**config.mk**
```make
export PLATFORM = sky130hd
export DESIGN_NAME = uart_loader_flat
export DESIGN_NICKNAME = d
export VERILOG_FILES = /design/src/rtl/uart_loader_if.sv /design/src/rtl/uart_loader.sv /design/src/flat_wrapper.sv
export SDC_FILE = /design/constraint.sdc
export NUM_CORES = 1
export LEC_CHECK = 0
export ABC_CLOCK_PERIOD_IN_PS = 10800
export CORE_ASPECT_RATIO = 1.75
export CORE_MARGIN = 4
export CORE_UTILIZATION = 55
export DETAILED_ROUTE_END_ITERATION = 8
export PLACE_DENSITY = 0.8
export SETUP_SLACK_MARGIN = 0.1
export SYNTH_ARGS = -nofsm -noshare
export SYNTH_HDL_FRONTEND = slang
export SYNTH_SLANG_ARGS = --single-unit
```
**constraint.sdc**
```tcl
create_clock -name clk -period 10.8 [get_ports clk]
set_clock_uncertainty 0.1 [all_clocks]
set_input_delay 2.16 -clock clk [delete_from_list [all_inputs] [get_ports clk]]
set_output_delay 2.16 -clock clk [all_outputs]
set_load 0.01 [all_outputs]
```
**src/rtl/uart_loader_if.sv**
```systemverilog
// UART receive/transmit handshake and program-memory write port
// seen by the serial program loader.
interface uart_loader_if #(
    parameter int ADDR_WIDTH = 16
);
    logic [7:0]            rx_data;
    logic                  rx_full;
    logic                  rx_rd;
    logic [7:0]            tx_data;
    logic                  tx_wr;
    logic                  tx_ready;
    logic [ADDR_WIDTH-1:0] mem_addr;
    logic                  mem_wr;
    logic                  mem_byt;
    logic [15:0]           mem_wr_data;

    modport master (
        input  rx_data, rx_full, tx_ready,
        output rx_rd, tx_data, tx_wr,
        output mem_addr, mem_wr, mem_byt, mem_wr_data
    );

    modport slave (
        output rx_data, rx_full, tx_ready,
        input  rx_rd, tx_data, tx_wr,
        input  mem_addr, mem_wr, mem_byt, mem_wr_data
    );
endinterface

```
**src/rtl/uart_loader.sv**
```systemverilog
// Serial program loader: parses SYNC/count/data/checksum frames,
// writes 16-bit words to program memory and replies ACK or NAK.
module uart_loader #(
    parameter int                    ADDR_WIDTH     = 16,
    parameter logic [ADDR_WIDTH-1:0] BASE_ADDR      = 'h4000,
    parameter int                    TIMEOUT_CYCLES = 100000
) (
    input  logic          clk,
    input  logic          rst,
    uart_loader_if.master bus,
    output logic          cpu_hold,
    output logic          busy,
    output logic          err,
    output logic [15:0]   words_loaded
);
    localparam int TW = $clog2(TIMEOUT_CYCLES + 1);
    localparam logic [7:0] SYNC = 8'hA5;
    localparam logic [7:0] ACK  = 8'h06;
    localparam logic [7:0] NAK  = 8'h15;

    typedef enum logic [2:0] {
        IDLE, CNT_HI, CNT_LO, DAT_HI, DAT_LO, CSUM, REPLY
    } state_t;

    state_t        state, state_n;
    logic [15:0]   cnt;
    logic [7:0]    hi;
    logic [7:0]    sum;
    logic [TW-1:0] tcnt;
    logic          wr_pend;
    logic          in_frame, take, tmo, fire, sum_ok;

    assign bus.mem_byt = 1'b0;
    assign busy        = (state != IDLE);

    always_comb begin
        state_n  = state;
        in_frame = (state != IDLE) && (state != REPLY);
        tmo      = in_frame && (tcnt == TW'(TIMEOUT_CYCLES));
        // rx_rd high means the UART is still clearing rx_full
        take     = bus.rx_full && !bus.rx_rd &&
                   (state != REPLY) && !tmo;
        fire     = (state == REPLY) && bus.tx_ready;
        sum_ok   = (sum == 8'h00);
        unique case (state)
            IDLE:
                if (take && bus.rx_data == SYNC) state_n = CNT_HI;
            CNT_HI:
                if (take) state_n = CNT_LO;
            CNT_LO:
                if (take)
                    state_n = ({cnt[15:8], bus.rx_data} == 16'd0)
                              ? CSUM : DAT_HI;
            DAT_HI:
                if (take) state_n = DAT_LO;
            DAT_LO:
                if (take)
                    state_n = (words_loaded + 16'd1 == cnt)
                              ? CSUM : DAT_HI;
            CSUM:
                if (take) state_n = REPLY;
            REPLY:
                if (fire) state_n = IDLE;
            default:
                state_n = IDLE;
        endcase
        if (tmo) state_n = IDLE;
    end

    always_ff @(posedge clk or posedge rst) begin
        if (rst) state <= IDLE;
        else     state <= state_n;
    end

    always_ff @(posedge clk or posedge rst) begin
        if (rst) begin
            bus.rx_rd       <= 1'b0;
            bus.tx_data     <= 8'h00;
            bus.tx_wr       <= 1'b0;
            bus.mem_addr    <= BASE_ADDR;
            bus.mem_wr      <= 1'b0;
            bus.mem_wr_data <= 16'h0000;
            cpu_hold        <= 1'b1;
            err             <= 1'b0;
            words_loaded    <= 16'd0;
            cnt             <= 16'd0;
            hi              <= 8'h00;
            sum             <= 8'h00;
            tcnt            <= '0;
            wr_pend         <= 1'b0;
        end else begin
            bus.rx_rd  <= take;
            bus.tx_wr  <= fire;
            bus.mem_wr <= wr_pend;
            wr_pend    <= 1'b0;
            if (take || !in_frame || tmo) tcnt <= '0;
            else                          tcnt <= tcnt + TW'(1);
            // Address advances once the strobe for it has been issued
            if (bus.mem_wr) begin
                bus.mem_addr <= bus.mem_addr + ADDR_WIDTH'(2);
                words_loaded <= words_loaded + 16'd1;
            end
            if (take) begin
                unique case (state)
                    IDLE:
                        if (bus.rx_data == SYNC) begin
                            cpu_hold     <= 1'b1;
                            err          <= 1'b0;
                            words_loaded <= 16'd0;
                            sum          <= 8'h00;
                            bus.mem_addr <= BASE_ADDR;
                        end
                    CNT_HI: begin
                        cnt[15:8] <= bus.rx_data;
                        sum       <= sum + bus.rx_data;
                    end
                    CNT_LO: begin
                        cnt[7:0] <= bus.rx_data;
                        sum      <= sum + bus.rx_data;
                    end
                    DAT_HI: begin
                        hi  <= bus.rx_data;
                        sum <= sum + bus.rx_data;
                    end
                    DAT_LO: begin
                        bus.mem_wr_data <= {hi, bus.rx_data};
                        wr_pend         <= 1'b1;
                        sum             <= sum + bus.rx_data;
                    end
                    CSUM:
                        sum <= sum + bus.rx_data;
                    default: ;
                endcase
            end
            if (fire) begin
                bus.tx_data <= sum_ok ? ACK : NAK;
                if (sum_ok) cpu_hold <= 1'b0;
                else        err      <= 1'b1;
            end
            if (tmo) err <= 1'b1;
        end
    end
endmodule

```
**src/flat_wrapper.sv**
```systemverilog
// flat-port wrapper written by rule: the top's interface ports become plain ports
module uart_loader_flat 
#(
    parameter int                    ADDR_WIDTH     = 16,
    parameter logic [ADDR_WIDTH-1:0] BASE_ADDR      = 'h4000,
    parameter int                    TIMEOUT_CYCLES = 100000
)
  (clk, rst, cpu_hold, busy, err, words_loaded, bus_rx_data, bus_rx_full, bus_tx_ready, bus_rx_rd, bus_tx_data, bus_tx_wr, bus_mem_addr, bus_mem_wr, bus_mem_byt, bus_mem_wr_data);
  uart_loader_if #(.ADDR_WIDTH(ADDR_WIDTH)) bus_i ();
  input  logic clk;
  input  logic rst;
  output logic cpu_hold;
  output logic busy;
  output logic err;
  output logic [15:0] words_loaded;
  input wire logic [$bits(bus_i.rx_data)-1:0] bus_rx_data;
  input wire logic [$bits(bus_i.rx_full)-1:0] bus_rx_full;
  input wire logic [$bits(bus_i.tx_ready)-1:0] bus_tx_ready;
  output wire logic [$bits(bus_i.rx_rd)-1:0] bus_rx_rd;
  output wire logic [$bits(bus_i.tx_data)-1:0] bus_tx_data;
  output wire logic [$bits(bus_i.tx_wr)-1:0] bus_tx_wr;
  output wire logic [$bits(bus_i.mem_addr)-1:0] bus_mem_addr;
  output wire logic [$bits(bus_i.mem_wr)-1:0] bus_mem_wr;
  output wire logic [$bits(bus_i.mem_byt)-1:0] bus_mem_byt;
  output wire logic [$bits(bus_i.mem_wr_data)-1:0] bus_mem_wr_data;
  assign bus_i.rx_data = bus_rx_data;
  assign bus_i.rx_full = bus_rx_full;
  assign bus_i.tx_ready = bus_tx_ready;
  assign bus_rx_rd = bus_i.rx_rd;
  assign bus_tx_data = bus_i.tx_data;
  assign bus_tx_wr = bus_i.tx_wr;
  assign bus_mem_addr = bus_i.mem_addr;
  assign bus_mem_wr = bus_i.mem_wr;
  assign bus_mem_byt = bus_i.mem_byt;
  assign bus_mem_wr_data = bus_i.mem_wr_data;
  uart_loader #(.ADDR_WIDTH(ADDR_WIDTH), .BASE_ADDR(BASE_ADDR), .TIMEOUT_CYCLES(TIMEOUT_CYCLES)) u_core (.clk(clk), .rst(rst), .bus(bus_i), .cpu_hold(cpu_hold), .busy(busy), .err(err), .words_loaded(words_loaded));
endmodule
```
==> flow_metrics.env, run 1 <==
export IMPL_finalMaxSlewViolations=0
export IMPL_rows=48
export IMPL_dp_slack_ps=5917
export IMPL_yosys_top_cells_area="dfrtp_1 (48%), mux2_2 (6.5%), xor2_1 (5.7%)"
export IMPL_vias=4250
export IMPL_setup_viol=0
export IMPL_syn_inst=535
export IMPL_die_w_um=83.93
export IMPL_worstPathArrival_ps=4690
export IMPL_drive_gt1_frac=0.1050
export IMPL_whs_path_depth=0
export IMPL_path_class="in -> reg"
export IMPL_min_path_type="reg -> reg"
export IMPL_r2r_slack_ps=7690
export IMPL_cp_max_fo=7
export IMPL_tightest_slew_ps=977.5
export IMPL_synth_seq_area_share=0.4875
export IMPL_initial_core_util=0.5634
export IMPL_dr_pass1_iters=7
export IMPL_leakage_nw=2.761
export IMPL_grt_pass1_vias=4311
export IMPL_hold_buffers=0
export IMPL_netlist_area_mm2=0.005549
export IMPL_ys_seq_elements=108
export IMPL_die_y_um=140.9
export IMPL_post_route_drc_count=0
export IMPL_area_growth_pct=18.29
export IMPL_ant_nets=0
export IMPL_grt_pass1_wl_um=20960
export IMPL_hold_viol_final=0
export IMPL_worst_hold_path_endpoint="u_core.bus.mem_wr"
export IMPL_io_buffers=68
export IMPL_fmax_mhz=219.1
export IMPL_irDropWorstVdd_v=0.0001747
export IMPL_cts_repair_resized=0
export IMPL_fp_dieArea_mm2=0.01182
export IMPL_max_slew_margin_rel=0.3484
export IMPL_track_usage=0.2180
export IMPL_setup_tns_ps=0
export IMPL_ys_types=61
export IMPL_drt_iter0_drc=180
export IMPL_p_switching_uw=651.9
export IMPL_swShare=0.3721
export IMPL_wirelength_um=12230
export IMPL_crit_path_start_kind="input port"
export IMPL_clock_latency_ps=340
export IMPL_antenna_found_initial=0
export IMPL_clockPowerShare=0.175
export IMPL_clk_pin_slew_ps=70
export IMPL_avgSynthCellArea_um2=10.37
export IMPL_cts_max_path_buffers=2
export IMPL_finalCritPeriodShare=0.4226
export IMPL_wl_per_cell_um=16.87
export IMPL_synth_top_area_share=0.4780
export IMPL_grt_max_degree=81
export IMPL_cts_setup_buffers=0
export IMPL_combPwrFrac=0.414
export IMPL_grt_overflow_total=0
export IMPL_synth_async_reset_ratio=1.000
export IMPL_synth_flop_cell="dfrtp_1"
export IMPL_root_buffer="clkbuf_16"
export IMPL_cts_made_buffers=9
export IMPL_max_cap_violations=0
export IMPL_crit_required_ps=10920
export IMPL_cts_sinks=108
export IMPL_power_density_mw_per_mm2=266.9
export IMPL_final_period_minus_worst_setup_slack_ps=4564
export IMPL_synth_edf_count=0
export IMPL_reg2reg_to="u_core.state[1]"
export IMPL_hold_path_startpoint="u_core.wr_pend"
export IMPL_ff2ff_path_depth=8
export IMPL_power_internal_mw=1.100
export IMPL_cts_tree="done"
export IMPL_via_per_inst=5.862
export IMPL_synth_top_area_cell="dfrtp_1"
export IMPL_worstSetupEndpointType="flip-flop"
export IMPL_synth_warnings=0
export IMPL_ioPinCount=75
export IMPL_rsz0062_at_grt="false"
export IMPL_layout_setup_ws_ps=6236
export IMPL_nFillCells=794
export IMPL_p_seq_frac=0.410
export IMPL_r2r_start="u_core.words_loaded[0]"
export IMPL_core_mm2=0.009849
export IMPL_diodes=0
export IMPL_nets=619
export IMPL_dp_final_hpwl_um=8830
export IMPL_h_tree_depth=3
export IMPL_gp_congestion=0.9140
export IMPL_status="complete, no violations"
area by class of cell:
cell class	instances	area (µm²)	area share
tap	125	156.4	0.02383
timing repair buffer	71	703.2	0.1071
clock inverter	5	36.28	0.005528
inverter	22	85.08	0.01296
sequential	108	2705	0.4121
clock buffer	11	242.7	0.03698
multi-input combinational	383	2635	0.4014
cells in the mapped netlist (5+ instances only):
master      n
a21oi_1    10
a22o_1      7
and3_1     11
buf_2       9
buf_4       8
clkbuf_1    9
dfrtp_1   106
ha_1       11
inv_1      22
mux2_2     32
nand2_1    32
nand2b_1    6
nand3_1    29
nand3b_1    5
nand4_1    14
nor2_1     57
nor2b_1     7
nor3_1      9
nor4_1     10
o21ai_0    15
xnor2_1    28
xor2_1     36
cell usage in the layout, fill, tap and decap left out, types with 8 or more instances in the layout:
cell / netlist / routed
mux2_2: 32 / 32
nor4_1: 10 / 10
clkbuf_16: 0 / 9
nand2_1: 32 / 32
o21ai_0: 15 / 15
nor2_1: 57 / 57
ha_1: 11 / 11
xor2_1: 36 / 36
nand4_1: 14 / 14
and3_1: 11 / 11
dfrtp_1: 106 / 106
nor3_1: 9 / 8
clkdlybuf4s50_1: 0 / 68
xnor2_1: 28 / 28
a21oi_1: 10 / 10
nand3_1: 29 / 29
inv_1: 22 / 21
stage by stage:
stage               std cells  hold slack [ps]  area, µm²  utilization  power [mW]
floorplan                 540            231.2       5568            -       1.162
global placement          709            237.8       6285       0.6381       1.416
detailed placement        709            247.0       6285       0.6381       1.449
CTS                       725            263.8       6564       0.6664       1.762
global route              725            278.0       6564       0.6664       1.878
finish                    725            262.2       6564       0.6664       1.752
power by group through the flow:
| stage | sequential, mW | clock [mW] | combinational [mW] |
|---|---|---|---|
| final | 0.719 | 0.307 | 0.726 |
| after floorplan | 0.695 | 0 | 0.468 |
| after detailed placement | 0.723 | 0 | 0.725 |
| after global placement | 0.716 | 0 | 0.701 |
| after global routing | 0.744 | 0.334 | 0.800 |
| after CTS | 0.717 | 0.313 | 0.732 |
how the worst max path moves through the flow:
stage	to	cells after the start	slack, ps	start
after floorplan	u_core.bus.mem_addr[10]	1	5700	rst
after global placement	u_core.sum[7]	9	6060	bus_rx_data[0]
after detailed placement	u_core.sum[7]	9	5920	bus_rx_data[0]
after CTS	u_core.sum[7]	9	6260	bus_rx_data[0]
after global routing	u_core.sum[7]	9	6040	bus_rx_data[0]
final	u_core.sum[7]	9	6240	bus_rx_data[0]
registers in the layout (all words and copies together) (netlist names), 3 cells and up:
name and flops:
u_core.bus.mem_addr 15, u_core.bus.mem_wr_data 16, u_core.bus.tx_data 3, u_core.cnt 16, u_core.hi 8, u_core.state 3
u_core.sum 8, u_core.tcnt 17, u_core.words_loaded 16
cell families (layout without fill, tap and decap cells):
family | count (synthesis) | in the layout | synth area share
xor+xnor | 64 | 64 | 0.1010
simple gates | 203 | 203 | 0.1903
mux | 34 | 34 | 0.06855
compound gates | 64 | 64 | 0.08162
other cells | 1 | 6 | 0.0006758
flops | 108 | 108 | 0.4875
buf+inv | 49 | 109 | 0.04194
fa+ha+maj | 12 | 12 | 0.02841
layer usage:
metal | vias to the layer above | part of all wire | global-route usage
li1 | 1990 | - | -
met1 | 2118 | 0.39 | 0.2599
met2 | 115 | 0.55 | 0.3953
met3 | 27 | 0.033 | 0.03041
met4 | 0 | 0.025 | 0.08305
met5 | - | 0 | 0
critical path: stages:
cell and delay [ps]:
clkdlybuf4s50_1 540, ha_1 280, a21o_1 160, a21oi_1 230, o21bai_1 130, a2111oi_0 480, o21ai_0 210, and4b_1 250
a221o_1 250
Note: power is estimated with default switching activity, not from simulation.
==> inputs of run 2 (changes only) <==
ABC_CLOCK_PERIOD_IN_PS = 4200   (was 10800)
clock period = 4.2 ns   (was 10.8 ns; I/O delays follow)
==> run 2 against run 1 <==
Hold slack improved by 3.1 ps. Register-to-register slack got worse by 6600 ps. Non-clock buffer count increased by 1. Sequential share of layout area decreased by 0.31 points. Clock-buffer cell count decreased by 1. Cell area increased by 0.76%. Via count decreased by 0.21%. Combinational power increased to 2.6 times the previous value. First-iteration DRC count increased by 8.9%. Clock power increased to 2.8 times the previous value. Sequential power increased to 2.6 times the previous value. Worst setup slack got worse by 5300 ps. Highest routed layer unchanged.
==> flow_metrics.env, run 2 (synthesized netlist as in run 1, its figures left out) <==
export IMPL_final_period_minus_worst_setup_slack_ps=3306
export IMPL_antenna_found_initial=0
export IMPL_nets=620
export IMPL_cts_repair_resized=0
export IMPL_slowest_stage="clkdlybuf4s50_1"
export IMPL_die_w_um=83.93
export IMPL_drt_iter0_drc=196
export IMPL_cp_max_fo=7
export IMPL_io_buffers=68
export IMPL_core_mm2=0.009849
export IMPL_root_buffer="clkbuf_16"
export IMPL_clock_latency_ps=350
export IMPL_cts_made_buffers=9
export IMPL_cts_setup_buffers=0
export IMPL_rows=48
export IMPL_min_path_type="reg -> reg"
export IMPL_slowest_delay_ps=540
export IMPL_cts_max_path_buffers=2
export IMPL_finalMaxSlewViolations=0
export IMPL_final_util=0.6715
export IMPL_status="complete, no violations"
export IMPL_leakage_nw=2.784
export IMPL_cts_tree="done"
export IMPL_hold_viol_final=0
export IMPL_area_growth_pct=19.19
export IMPL_setup_tns_ps=0
export IMPL_largest_register="u_core.tcnt"
export IMPL_nFillCells=777
export IMPL_hold_buffers=0
export IMPL_finalCritPeriodShare=0.7871
export IMPL_vias=4241
export IMPL_grt_max_degree=58
export IMPL_path_cells="clkdlybuf4s50_1 > ha_1 > a21o_1 > a21oi_1 > o21bai_1 > a2111oi_0 > o21ai_0 > and4b_1 > a221o_1"
export IMPL_worstPathArrival_ps=3430
export IMPL_crit_required_ps=4330
export IMPL_worstSetupEndpointType="flip-flop"
export IMPL_grt_overflow_total=0
export IMPL_grt_pass1_vias=4259
export IMPL_die_y_um=140.9
export IMPL_ioPinCount=75
export IMPL_crit_family="compound AO/OA/AOI/OAI gates"
export IMPL_crit_path_start_kind="input port"
export IMPL_largest_reg_flops=17
export IMPL_final_common_cell="dfrtp_1"
export IMPL_rsz0062_at_grt="false"
export IMPL_dp_final_hpwl_um=8912
export IMPL_initial_core_util=0.5634
export IMPL_irDropWorstVdd_v=0.0004408
export IMPL_fin_total_pwr_mw=4.595
export IMPL_post_route_drc_count=0
export IMPL_wl_per_cell_um=16.90
export IMPL_path_buf_inv=1
export IMPL_gp_congestion=0.8972
export IMPL_tightest_slew_ps=630.5
export IMPL_dp_slack_ps=543.6
export IMPL_max_cap_violations=0
export IMPL_track_usage=0.2131
export IMPL_setup_viol=0
export IMPL_drive_gt1_frac=0.1082
export IMPL_h_tree_depth=3
export IMPL_path_class="in -> reg"
export IMPL_cts_sinks=108
export IMPL_final_cell_mix="dfrtp_1 (106), clkdlybuf4s50_1 (68), nor2_1 (57)"
export IMPL_clk_pin_slew_ps=80
export IMPL_grt_pass1_wl_um=20530
export IMPL_dr_pass1_iters=4
export IMPL_wirelength_um=12270
export IMPL_layout_setup_ws_ps=894.2
export IMPL_fp_dieArea_mm2=0.01182
export IMPL_max_slew_margin_rel=0.5796
export IMPL_fmax_mhz=302.5
export IMPL_via_per_inst=5.842
export IMPL_diodes=0
export IMPL_ant_nets=0
export IMPL_holdWs_ps=265.3
export IMPL_power_density_mw_per_mm2=694.8
-- run 2: changes by cell type in the layout (fill, tap and decap cells not counted), sizes merged --
cell	delta
bufinv	+1
inv	+1
buf	+1
clkinv	-1
clkbuf	-1
-- run 2: where the power goes --
| part | switching [mW] | internal, mW | leakage [nW] |
|---|---|---|---|
| Clock | 0.386 | 0.484 | 0.153 |
| Combinational | 0.872 | 1.00 | 1.32 |
| Sequential | 0.441 | 1.41 | 1.31 |
-- run 2: layout make-up --
class,instances,area [µm²],area share
tap,125,156.4,0.02365
inverter,22,85.08,0.01286
sequential,108,2705,0.4090
clock buffer,10,239.0,0.03613
timing repair buffer,72,723.2,0.1093
multi-input combinational,383,2635,0.3984
clock inverter,6,70.07,0.01059
-- run 2: stage by stage --
stage          cells  area [µm²]
3_3_place_gp     710        6305
6_report         726        6614
3_5_place_dp     710        6305
5_1_grt          726        6614
4_1_cts          726        6614
2_1_floorplan    540        5568
-- run 2: worst paths after layout --
check	from	endpoint	slack, ps	depth (start not counted)
max	bus_rx_data[0]	u_core.sum[7]	890	9
min	u_core.wr_pend	u_core.bus.mem_wr	270	0
max reg2reg	u_core.words_loaded[0]	u_core.state[1]	1100	8
min reg2reg	u_core.wr_pend	u_core.bus.mem_wr	270	0
max in group asynchronous	rst	u_core.cpu_hold	2390	3
min in group asynchronous	rst	u_core.bus.mem_wr	830	2
-- run 2: layer usage --
metal / part of all wire / vias to the layer above / track usage
met2: 0.56 / 108 / 0.3903
met5: 0 / - / 0
li1: - / 1992 / -
met4: 0.027 / 0 / 0.08898
met1: 0.38 / 2114 / 0.2467
met3: 0.034 / 27 / 0.02982
-- run 2: worst register-to-register path, cell delays in order (launching register included) --
cell and delay (ps):
dfrtp_1 500, ha_1 280, nand3_1 320, o21a_1 300
or4b_2 640, a32oi_1 290, nand4_1 200, a222oi_1 240
o21ai_0 120
==> inputs of run 3 (changes only) <==
ABC_CLOCK_PERIOD_IN_PS = 2900   (was 4200)
CORE_UTILIZATION = 50   (was 55)
PLACE_DENSITY = 0.77   (was 0.8)
clock period = 2.9 ns   (was 4.2 ns; I/O delays follow)
==> run 3 against run 2 <==
Flip-flop and latch count did not move. Sequential share of layout area fell by 1.4 points. Critical path type is now reg -> reg. Sequential power rose by 41%. Hold slack got worse by 1.2 ps.
==> flow_metrics.env, run 3 (synthesized netlist as in run 1, its figures left out) <==
export IMPL_cp_max_fo=4
export IMPL_clock_latency_ps=340
export IMPL_swShare=0.3683
export IMPL_die_y_um=147.4
export IMPL_clockPowerShare=0.175
export IMPL_path_cells="ha_1 > nand3_2 > o21a_1 > or4b_2 > a32oi_1 > nand4_1 > a222oi_1 > o21ai_0"
export IMPL_final_cell_mix="dfrtp_1 (106), clkdlybuf4s50_1 (68), nor2_1 (57)"
export IMPL_drive_gt1_frac=0.1483
export IMPL_p_seq_frac=0.382
export IMPL_min_path_type="reg -> reg"
export IMPL_grt_pass1_wl_um=21920
export IMPL_setup_tns_ps=0
export IMPL_core_mm2=0.01076
export IMPL_finalCritPeriodShare=0.9255
export IMPL_p_switching_mw=2.502
export IMPL_antenna_found_initial=0
export IMPL_via_per_inst=5.627
export IMPL_fin_total_pwr_mw=6.795
export IMPL_dp_final_hpwl_um=9623
export IMPL_post_route_drc_count=0
export IMPL_slowest_stage="or4b_2"
export IMPL_drt_iter0_drc=133
export IMPL_combPwrFrac=0.443
export IMPL_slowest_delay_ps=630
export IMPL_area_growth_pct=23.36
export IMPL_tightest_slew_ps=711.0
export IMPL_track_usage=0.2132
export IMPL_power_density_mw_per_mm2=992.7
export IMPL_leakage_nw=2.899
export IMPL_final_period_minus_worst_setup_slack_ps=2684
export IMPL_grt_pass1_vias=4535
export IMPL_die_w_um=87.64
export IMPL_h_tree_depth=3
export IMPL_fmax_mhz=372.6
export IMPL_root_buffer="clkbuf_16"
export IMPL_worstSetupEndpointType="flip-flop"
export IMPL_status="complete, no violations"
export IMPL_cts_tree="done"
export IMPL_nets=647
export IMPL_cts_sinks=108
export IMPL_setup_viol=0
export IMPL_clk_pin_slew_ps=70
export IMPL_power_internal_mw=4.293
export IMPL_grt_overflow_total=0
export IMPL_wl_per_cell_um=16.87
export IMPL_largest_reg_flops=17
export IMPL_cts_made_buffers=9
export IMPL_finalMaxSlewViolations=0
export IMPL_wirelength_um=12770
export IMPL_grt_max_degree=50
export IMPL_gp_congestion=0.9146
export IMPL_max_cap_violations=0
export IMPL_final_common_cell="dfrtp_1"
export IMPL_ioPinCount=75
export IMPL_dr_pass1_iters=5
export IMPL_initial_core_util=0.5157
export IMPL_ant_nets=0
export IMPL_path_class="reg -> reg"
export IMPL_hold_viol_final=0
export IMPL_rsz0062_at_grt="false"
export IMPL_diodes=0
export IMPL_crit_required_ps=3020
export IMPL_rows=50
export IMPL_worstPathArrival_ps=2800
export IMPL_max_slew_margin_rel=0.5216
export IMPL_cts_max_path_buffers=2
export IMPL_largest_register="u_core.tcnt"
export IMPL_crit_path_start_kind="flip-flop"
export IMPL_io_buffers=68
export IMPL_fp_dieArea_mm2=0.01291
export IMPL_vias=4260
export IMPL_irDropWorstVdd_v=0.0005573
-- run 3: changes by cell type in the layout (fill, tap and decap cells not counted), sizes merged --
| cell | before | now |
|---|---|---|
| clkinv | 3 | 2 |
| buf | 4 | 31 |
| clkinvlp | 0 | 3 |
| inv | 24 | 21 |
-- run 3: through the flow --
stage                     utilization  setup WS [ps]  hold WS (ps)  instances  instance area [µm²]
after floorplan                     -          323.5         231.2        540                 5572
after global placement         0.6064         -206.5         238.2        740                 6525
after detailed placement       0.6064         -297.1         245.8        740                 6525
after CTS                      0.6329          121.7         261.3        755                 6810
after global routing           0.6362          120.3         260.0        757                 6845
final                          0.6362          216.1         264.1        757                 6845
-- run 3: power groups by stage --
| stage | combinational (mW) | clock [mW] | sequential [mW] |
|---|---|---|---|
| after floorplan | 1.74 | 0 | 2.59 |
| after global placement | 2.86 | 0 | 2.58 |
| after detailed placement | 2.96 | 0 | 2.62 |
| after CTS | 3.00 | 1.21 | 2.59 |
| after global routing | 3.32 | 1.27 | 2.68 |
| final | 3.01 | 1.19 | 2.60 |
-- run 3: worst paths after layout --
check,to,slack (ps),cells after the start,start
min reg2reg,u_core.bus.mem_wr,260,0,u_core.wr_pend
max reg2reg,u_core.state[1],220,8,u_core.words_loaded[0]
max in group asynchronous,u_core.cpu_hold,1680,3,rst
min in group asynchronous,u_core.hi[1],440,2,rst
max,u_core.state[1],220,8,u_core.words_loaded[0]
min,u_core.bus.mem_wr,260,0,u_core.wr_pend
-- run 3: final cells by class --
type | count | area, µm²
sequential | 108 | 2705
clock buffer | 10 | 229.0
fill | 872 | 3915
multi-input combinational | 383 | 2653
timing repair buffer | 99 | 954.7
clock inverter | 5 | 55.05
tap | 130 | 162.7
inverter | 22 | 86.33
-- run 3: critical path, delay by kind of cell, from the launching register on --
kind                       cells  cell delay [ps]
DFF                            1              360
AOI/OAI and AO/OA              4              880
adders and majority gates      1              260
and+or+nand+nor                3              960
-- run 3: metal layers --
layer	vias up	part of all wire	track usage	wire length, µm
met5	-	0	0	0
met4	0	0.035	0.1014	453
met3	25	0.030	0.03255	385
met2	80	0.57	0.3848	7285
met1	2115	0.36	0.2370	4645
li1	2040	-	-	-
-- run 3: what timing repair did --
| item | in CTS | in global routing |
|---|---|---|
| hold buffers | 0 | 0 |
| setup buffers | 0 | 2 |
| pin swaps | 0 | 2 |
| resized for setup | 1 | 5 |
| endpoints found under the setup margin | 1 | 3 |
| endpoints found under the hold margin | 0 | 0 |
